===== src/rtl/rv_mem_arb_if.sv =====
// Bus bundle for rv_mem_arb: two requesters (core, external) and one memory port.
// slave modport: the arbiter's view (requests and memory read data in; acks and memory controls out).
// master modport: the requesters' and memory's view, with the same directions reversed.
interface rv_mem_arb_if #(
  parameter int ADDR_W = 32,
  parameter int DATA_W = 32
);
  // Core requester
  logic              c_req;
  logic              c_we;
  logic [ADDR_W-1:0] c_addr;
  logic [DATA_W-1:0] c_wdata;
  logic              c_ack;
  // External (loader/debug) requester
  logic              e_req;
  logic              e_we;
  logic [ADDR_W-1:0] e_addr;
  logic [DATA_W-1:0] e_wdata;
  logic              e_ack;
  // Read data returned to whichever requester is acknowledged
  logic [DATA_W-1:0] rdata;
  // Memory port
  logic              m_en;
  logic              m_we;
  logic [ADDR_W-1:0] m_addr;
  logic [DATA_W-1:0] m_wdata;
  logic [DATA_W-1:0] m_rdata;
  // Status
  logic              busy;
  logic              gnt_ext;

  modport slave (
    input  c_req, c_we, c_addr, c_wdata,
    input  e_req, e_we, e_addr, e_wdata,
    input  m_rdata,
    output c_ack, e_ack, rdata,
    output m_en, m_we, m_addr, m_wdata,
    output busy, gnt_ext
  );

  modport master (
    output c_req, c_we, c_addr, c_wdata,
    output e_req, e_we, e_addr, e_wdata,
    output m_rdata,
    input  c_ack, e_ack, rdata,
    input  m_en, m_we, m_addr, m_wdata,
    input  busy, gnt_ext
  );
endinterface


===== src/rtl/rv_mem_arb.sv =====
// Two-requester (core / external) round-robin arbiter for a single fixed-latency memory port.
// Latency: a request sampled in IDLE at cycle N gets m_en in N+1..N+MEM_LAT, ack at N+MEM_LAT+1.
// Backpressure: requesters hold req until their one-cycle ack; requests are sampled only in IDLE.
// Ports: clk, rst (async, active-high); bus (rv_mem_arb_if.slave) carrying c_*/e_* requester
//   handshakes, rdata, the m_* memory port, and busy/gnt_ext status. MEM_LAT legal range 1..15.
module rv_mem_arb #(
  parameter int ADDR_W  = 32,
  parameter int DATA_W  = 32,
  parameter int MEM_LAT = 2
) (
  input logic         clk,
  input logic         rst,
  rv_mem_arb_if.slave bus
);

  // Counter loads MEM_LAT-1 so that ACCESS spans exactly MEM_LAT cycles (it leaves at count 0).
  localparam logic [3:0] LP_CNT_LOAD = 4'(MEM_LAT - 1);

  typedef enum logic [1:0] {
    ST_IDLE   = 2'd0,
    ST_ACCESS = 2'd1,
    ST_RESP   = 2'd2
  } state_t;

  state_t              r_state,    w_state_nxt;
  logic [3:0]          r_cnt,      w_cnt_nxt;
  logic                r_last_ext, w_last_ext_nxt;  // winner of the previous completed grant
  logic                r_win_ext,  w_win_ext_nxt;   // owner of the grant in flight
  logic                r_we,       w_we_nxt;
  logic [ADDR_W-1:0]   r_addr,     w_addr_nxt;
  logic [DATA_W-1:0]   r_wdata,    w_wdata_nxt;
  logic [DATA_W-1:0]   r_rdata,    w_rdata_nxt;

  logic                w_grant_ext;
  logic                w_m_en;
  logic                w_m_we;
  logic [ADDR_W-1:0]   w_m_addr;
  logic [DATA_W-1:0]   w_m_wdata;
  logic                w_c_ack;
  logic                w_e_ack;
  logic                w_busy;
  logic                w_gnt_ext;

  // External wins if it is the only requester, or on a tie when the core won last time.
  assign w_grant_ext = bus.e_req && (!bus.c_req || !r_last_ext);

  always_ff @(posedge clk or posedge rst) begin
    if (rst) begin
      r_state    <= ST_IDLE;
      r_cnt      <= 4'd0;
      r_last_ext <= 1'b1;  // core wins the first tie after reset
      r_win_ext  <= 1'b0;
      r_we       <= 1'b0;
      r_addr     <= '0;
      r_wdata    <= '0;
      r_rdata    <= '0;
    end else begin
      r_state    <= w_state_nxt;
      r_cnt      <= w_cnt_nxt;
      r_last_ext <= w_last_ext_nxt;
      r_win_ext  <= w_win_ext_nxt;
      r_we       <= w_we_nxt;
      r_addr     <= w_addr_nxt;
      r_wdata    <= w_wdata_nxt;
      r_rdata    <= w_rdata_nxt;
    end
  end

  always_comb begin
    w_state_nxt    = r_state;
    w_cnt_nxt      = r_cnt;
    w_last_ext_nxt = r_last_ext;
    w_win_ext_nxt  = r_win_ext;
    w_we_nxt       = r_we;
    w_addr_nxt     = r_addr;
    w_wdata_nxt    = r_wdata;
    w_rdata_nxt    = r_rdata;
    w_m_en         = 1'b0;
    w_m_we         = 1'b0;
    w_m_addr       = '0;
    w_m_wdata      = '0;
    w_c_ack        = 1'b0;
    w_e_ack        = 1'b0;
    w_busy         = 1'b0;
    w_gnt_ext      = 1'b0;

    case (r_state)
      ST_IDLE: begin
        if (bus.c_req || bus.e_req) begin
          // Snapshot the winner's command so later input changes cannot disturb the access.
          w_win_ext_nxt = w_grant_ext;
          w_we_nxt      = w_grant_ext ? bus.e_we    : bus.c_we;
          w_addr_nxt    = w_grant_ext ? bus.e_addr  : bus.c_addr;
          w_wdata_nxt   = w_grant_ext ? bus.e_wdata : bus.c_wdata;
          w_cnt_nxt     = LP_CNT_LOAD;
          w_state_nxt   = ST_ACCESS;
        end
      end

      ST_ACCESS: begin
        w_m_en    = 1'b1;
        w_m_we    = r_we;
        w_m_addr  = r_addr;
        w_m_wdata = r_wdata;
        w_busy    = 1'b1;
        w_gnt_ext = r_win_ext;
        if (r_cnt == 4'd0) begin
          // Memory read data is valid only in the last enable cycle.
          w_rdata_nxt = bus.m_rdata;
          w_state_nxt = ST_RESP;
        end else begin
          w_cnt_nxt = r_cnt - 4'd1;
        end
      end

      ST_RESP: begin
        w_busy         = 1'b1;
        w_gnt_ext      = r_win_ext;
        w_c_ack        = !r_win_ext;
        w_e_ack        = r_win_ext;
        w_last_ext_nxt = r_win_ext;
        w_state_nxt    = ST_IDLE;
      end

      default: begin
        w_state_nxt = ST_IDLE;
      end
    endcase
  end

  assign bus.m_en    = w_m_en;
  assign bus.m_we    = w_m_we;
  assign bus.m_addr  = w_m_addr;
  assign bus.m_wdata = w_m_wdata;
  assign bus.c_ack   = w_c_ack;
  assign bus.e_ack   = w_e_ack;
  assign bus.rdata   = r_rdata;
  assign bus.busy    = w_busy;
  assign bus.gnt_ext = w_gnt_ext;

endmodule


===== src/flat_wrapper.sv =====
// flat-port wrapper written by rule: the top's interface ports become plain ports
module rv_mem_arb_flat 
#(
  parameter int ADDR_W  = 32,
  parameter int DATA_W  = 32,
  parameter int MEM_LAT = 2
)
  (clk, rst, bus_c_req, bus_c_we, bus_c_addr, bus_c_wdata, bus_e_req, bus_e_we, bus_e_addr, bus_e_wdata, bus_m_rdata, bus_c_ack, bus_e_ack, bus_rdata, bus_m_en, bus_m_we, bus_m_addr, bus_m_wdata, bus_busy, bus_gnt_ext);
  rv_mem_arb_if #(.ADDR_W(ADDR_W), .DATA_W(DATA_W)) bus_i ();
  input logic clk;
  input logic rst;
  input wire logic [$bits(bus_i.c_req)-1:0] bus_c_req;
  input wire logic [$bits(bus_i.c_we)-1:0] bus_c_we;
  input wire logic [$bits(bus_i.c_addr)-1:0] bus_c_addr;
  input wire logic [$bits(bus_i.c_wdata)-1:0] bus_c_wdata;
  input wire logic [$bits(bus_i.e_req)-1:0] bus_e_req;
  input wire logic [$bits(bus_i.e_we)-1:0] bus_e_we;
  input wire logic [$bits(bus_i.e_addr)-1:0] bus_e_addr;
  input wire logic [$bits(bus_i.e_wdata)-1:0] bus_e_wdata;
  input wire logic [$bits(bus_i.m_rdata)-1:0] bus_m_rdata;
  output wire logic [$bits(bus_i.c_ack)-1:0] bus_c_ack;
  output wire logic [$bits(bus_i.e_ack)-1:0] bus_e_ack;
  output wire logic [$bits(bus_i.rdata)-1:0] bus_rdata;
  output wire logic [$bits(bus_i.m_en)-1:0] bus_m_en;
  output wire logic [$bits(bus_i.m_we)-1:0] bus_m_we;
  output wire logic [$bits(bus_i.m_addr)-1:0] bus_m_addr;
  output wire logic [$bits(bus_i.m_wdata)-1:0] bus_m_wdata;
  output wire logic [$bits(bus_i.busy)-1:0] bus_busy;
  output wire logic [$bits(bus_i.gnt_ext)-1:0] bus_gnt_ext;
  assign bus_i.c_req = bus_c_req;
  assign bus_i.c_we = bus_c_we;
  assign bus_i.c_addr = bus_c_addr;
  assign bus_i.c_wdata = bus_c_wdata;
  assign bus_i.e_req = bus_e_req;
  assign bus_i.e_we = bus_e_we;
  assign bus_i.e_addr = bus_e_addr;
  assign bus_i.e_wdata = bus_e_wdata;
  assign bus_i.m_rdata = bus_m_rdata;
  assign bus_c_ack = bus_i.c_ack;
  assign bus_e_ack = bus_i.e_ack;
  assign bus_rdata = bus_i.rdata;
  assign bus_m_en = bus_i.m_en;
  assign bus_m_we = bus_i.m_we;
  assign bus_m_addr = bus_i.m_addr;
  assign bus_m_wdata = bus_i.m_wdata;
  assign bus_busy = bus_i.busy;
  assign bus_gnt_ext = bus_i.gnt_ext;
  rv_mem_arb #(.ADDR_W(ADDR_W), .DATA_W(DATA_W), .MEM_LAT(MEM_LAT)) u_core (.clk(clk), .rst(rst), .bus(bus_i));
endmodule

===== config.mk =====
export PLATFORM = sky130hd
export DESIGN_NAME = rv_mem_arb_flat
export DESIGN_NICKNAME = d
export VERILOG_FILES = /design/src/rtl/rv_mem_arb_if.sv /design/src/rtl/rv_mem_arb.sv /design/src/flat_wrapper.sv
export SDC_FILE = /design/constraint.sdc
export NUM_CORES = 1
export LEC_CHECK = 0
export CAP_MARGIN = 5
export CORE_ASPECT_RATIO = 0.7
export CORE_MARGIN = 5
export CORE_UTILIZATION = 40
export DETAILED_ROUTE_END_ITERATION = 8
export GPL_TIMING_DRIVEN = 0
export PLACE_DENSITY_LB_ADDON = 0.08
export SLEW_MARGIN = 20
export SYNTH_ARGS = -nofsm -noshare
export SYNTH_HDL_FRONTEND = slang
export SYNTH_SLANG_ARGS = --single-unit

===== constraint.sdc =====
create_clock -name clk -period 4.8 [get_ports clk]
set_input_delay 0.96 -clock clk [delete_from_list [all_inputs] [get_ports clk]]
set_output_delay 0.96 -clock clk [all_outputs]
set_load 0.02 [all_outputs]

==> tab_implementation.tex <==
\begin{tabular}{lr}
\hline
Metric & Value \\
\hline
\multicolumn{2}{l}{\textbf{Placed design}} \\
\quad Number of buffers inserted by port buffering & 267 \\
\quad Half-perimeter wire length of the detailed placement result & 12.25 mm \\
\quad Instance area after placement & 8044 um2 \\
\quad Worst Setup Slack post-DPL & 1.318 ns \\
\quad Final weighted congestion in routability-driven placement & 0.7423 \\
\multicolumn{2}{l}{\textbf{Global routing}} \\
\quad Antenna violations before repair & 0 \\
\quad Number of global-route vias before repair & 4671 \\
\quad First-pass GRT wire length & 24.14 mm \\
\quad Overall routing resource usage & 19.61\% \\
\quad Largest net degree at the start of global routing & 81 \\
\quad Remaining global-route overflow & 0 \\
\multicolumn{2}{l}{\textbf{Timing}} \\
\quad Unrepaired setup endpoints after global routing & no \\
\quad Number of hold violations in the final report & 0 \\
\quad Worst slew pin tran & 0.5319 ns \\
\quad Worst max-slew margin expressed relative to the limit & 64.54\% \\
\quad Count of final setup violators & 0 \\
\quad Worst-case setup margin in the final layout & 0.9862 ns \\
\quad Fmax & 262.2 MHz \\
\quad Post-route fraction of the period consumed by the critical path & 79.45\% \\
\quad Slew Limit Fails & 0 \\
\quad Min Tclk post-route & 3.814 ns \\
\quad Final worst clock skew & 0.006764 ns \\
\quad Worst hold slack across all endpoints & 0.4705 ns \\
\multicolumn{2}{l}{\textbf{Power}} \\
\quad Power Total & 4822 uW \\
\quad Leak Pwr & 0.003564 uW \\
\quad Max VDD drop & 0.3605 mV \\
\quad Pwr Density & 579.2 nW/um2 \\
\multicolumn{2}{l}{\textbf{Clock tree}} \\
\quad Clock Pin Slew Worst Setup and Hold Paths & 0.07 ns \\
\quad CTS tree & done \\
\quad CTS root buffer & sky130\_fd\_sc\_hd\_\_clkbuf\_16 \\
\quad \# hold bufs at CTS & 0 \\
\quad Setup fix buffers added after clock tree synthesis & 0 \\
\quad Depth of the CTS H-tree & 3 \\
\quad Clk buf depth & 2 \\
\quad Number of CTS-inserted buffers & 9 \\
\quad Insertion delay to the later sink of the worst-skew pair & 0.34 ns \\
\quad Post-cts gate resize count & 0 \\
\quad CTS sink count & 105 \\
\multicolumn{2}{l}{\textbf{Cells and area}} \\
\quad Commonest non-fill, non-tap cell in the layout & sky130\_fd\_sc\_hd\_\_clkdlybuf4s50\_1 \\
\quad Share of cells above drive strength 1 & 10.21\% \\
\quad Filler cells & 964 \\
\quad Multi-input gate area in the final layout & 2298 um2 \\
\quad Final standard cell utilization of the core & 66.56\% \\
\quad Area of all placed cells without fillers & 8324 um2 \\
\quad Ant. Diodes & 0 \\
\quad Commonest cells after routing, fill and taps aside & 267 x sky130\_fd\_sc\_hd\_\_clkdlybuf4s50\_1, 104 x sky130\_fd\_sc\_hd\_\_dfrtp\_1, 67 x sky130\_fd\_sc\_hd\_\_and2\_1 \\
\quad Final \#Nets & 922 \\
\quad Area used by sequential logic in the layout & 2629 um2 \\
\quad Area grow syn2layout & 62.07\% \\
\multicolumn{2}{l}{\textbf{Min path}} \\
\quad Worst Min Path Start & u\_core.r\_wdata[22] \\
\quad Tightest Hold Check Type & reg -> reg \\
\multicolumn{2}{l}{\textbf{Critical path}} \\
\quad Largest driver fanout on the critical path & 10 \\
\quad Worst R2R Start & u\_core.r\_state[0] \\
\quad Required time of the critical path & 3.84 ns \\
\quad Critical path launch point type & flop \\
\quad Kind of critical path & reg -> out \\
\quad Type of destination of the critical path & output port \\
\quad Critical path launch point & u\_core.r\_state[1] \\
\quad Arrival time of the worst setup path & 2.85 ns \\
\multicolumn{2}{l}{\textbf{Die}} \\
\quad Chip Height & 104.8 um \\
\quad Die Width & 145.4 um \\
\quad Area enclosed by the die boundary & 15240 um2 \\
\quad Core region area & 12510 um2 \\
\quad Number of primary I/O pins & 268 \\
\quad Std cell rows & 34 \\
\quad Starting utilization of the core area & 41.07\% \\
\multicolumn{2}{l}{\textbf{Run status}} \\
\quad Status & finished, final reports clean \\
\multicolumn{2}{l}{\textbf{Detailed routing}} \\
\quad Total wire length after detailed routing & 15.11 mm \\
\quad Via total after detailed routing & 4374 \\
\quad DR pass1 iterations & 4 \\
\quad ANT nets after route & 0 \\
\quad Number of DRC violations after detailed-routing iteration 0 & 140 \\
\quad WL/cell & 16.50 um \\
\quad Ratio of routed vias to standard cells & 4.775 \\
\quad DRC & 0 \\
\multicolumn{2}{l}{\textbf{Synthesis}} \\
\quad Distinct cells, synth & 30 \\
\quad FF+latch count, synth & 105 \\
\quad Ys Warns & 0 \\
\quad Average size of a mapped cell & 10.93 um2 \\
\quad Proportion of synthesized chip area in sequential cells & 51.18\% \\
\quad Number of standard cells after synthesis & 470 \\
\quad Total nets after synthesis & 643 \\
\quad Mapped cell area & 5136 um2 \\
\multicolumn{2}{l}{\textbf{Job}} \\
\quad Maximum capacitance violations & 0 \\
\hline
\end{tabular}
registers in the layout (all words and copies together), names as in the netlist:
name               flops
u_core.bus.rdata      32
u_core.r_addr         32
u_core.r_cnt           4
u_core.r_last_ext      1
u_core.r_state         2
u_core.r_wdata        32
u_core.r_we            1
u_core.r_win_ext       1
per-layer routing:
| layer | up-vias | GRT usage (%) | share of wire [%] |
|---|---|---|---|
| met2 | 162 | 33.72 | 50 |
| met4 | 0 | 4.660 | 1.5 |
| met5 | - | 0 | 0 |
| li1 | 2142 | - | - |
| met1 | 2052 | 23.20 | 40 |
| met3 | 18 | 7.832 | 8.3 |
critical path: stages, from the launching register on:
cell and delay [ns]:
sky130_fd_sc_hd__dfrtp_1 0.39, sky130_fd_sc_hd__inv_1 0.13, sky130_fd_sc_hd__ha_1 0.20, sky130_fd_sc_hd__buf_6 0.14, sky130_fd_sc_hd__clkbuf_1 0.43, sky130_fd_sc_hd__clkbuf_1 0.36
sky130_fd_sc_hd__and2_1 0.22, sky130_fd_sc_hd__clkdlybuf4s50_1 0.63
power breakdown:
group          total (uW)  switching (uW)  internal (uW)
registers            1530             208           1330
clock network         692             333            358
logic                2600            1330           1270
through the flow:
| stage | setup TNS (ns) | instances |
|---|---|---|
| final | 0 | 916 |
| after global routing | 0 | 916 |
| after CTS | 0 | 916 |
| after detailed placement | 0 | 900 |
| after global placement | -42.91 | 899 |
| after floorplan | 0 | 470 |
cell families (layout without fill, tap and decap cells):
group	count (synthesis)	in the layout	share of synthesized area, %
muxes	101	101	20.56
and+or+nand+nor	143	143	14.54
adders and majority gates	7	7	1.705
DFF	105	105	51.18
AOI/OAI and AO/OA	76	76	7.942
buffers and inverters	38	322	4.068
synth_stat cells:
library cell               count  share of area [%]
sky130_fd_sc_hd__mux2i_1      65                 13
sky130_fd_sc_hd__or4_1         1               0.15
sky130_fd_sc_hd__a22o_1        1               0.17
sky130_fd_sc_hd__a21oi_2       1               0.17
sky130_fd_sc_hd__nor4bb_1      1               0.19
sky130_fd_sc_hd__nor2b_1       2               0.24
sky130_fd_sc_hd__nor2_1        1              0.073
sky130_fd_sc_hd__dfrtp_1     104                 51
sky130_fd_sc_hd__buf_2         8               0.78
sky130_fd_sc_hd__buf_6         5                1.1
sky130_fd_sc_hd__inv_1         5               0.37
sky130_fd_sc_hd__o41ai_1       1               0.17
sky130_fd_sc_hd__and2_1       67                8.2
sky130_fd_sc_hd__or4b_1        1               0.19
sky130_fd_sc_hd__dfstp_2       1               0.51
sky130_fd_sc_hd__nor3b_2       1               0.24
sky130_fd_sc_hd__nand2_1      65                4.8
sky130_fd_sc_hd__a21bo_2       1               0.19
sky130_fd_sc_hd__o31ai_1       2               0.29
sky130_fd_sc_hd__o21ai_0      28                2.7
sky130_fd_sc_hd__ha_1          7                1.7
sky130_fd_sc_hd__clkbuf_1     15                1.1
sky130_fd_sc_hd__mux2_2       36                7.9
sky130_fd_sc_hd__or3b_2        1               0.17
sky130_fd_sc_hd__buf_4         5               0.73
sky130_fd_sc_hd__a21boi_2      1               0.22
sky130_fd_sc_hd__nand3b_1      1               0.15
sky130_fd_sc_hd__nand2b_1      1               0.12
sky130_fd_sc_hd__nor3_1        1              0.097
sky130_fd_sc_hd__o21ai_1      41                4.0
final timing paths:
kind | cells after the start | slack [ns] | to
max in group asynchronous | 3 | 3.17 | u_core.r_last_ext
setup reg to reg | 6 | 2.74 | u_core.r_addr[5]
setup / recovery | 7 | 0.99 | bus_m_addr[28]
hold / removal | 2 | 0.47 | u_core.r_wdata[22]
min in group asynchronous | 2 | 0.95 | u_core.bus.rdata[11]
hold reg to reg | 2 | 0.47 | u_core.r_wdata[22]
final cells by class:
type                            count  area share (%)
Clock buffer                       10           2.751
Clock inverter                      6          0.6163
Multi-Input combinational cell    327           27.61
Timing Repair Buffer              268           32.44
Tap cell                          162           2.435
Buffer                             33           2.285
Sequential cell                   105           31.58
Inverter                            5          0.2856
Note: power is estimated with default switching activity, not from simulation.
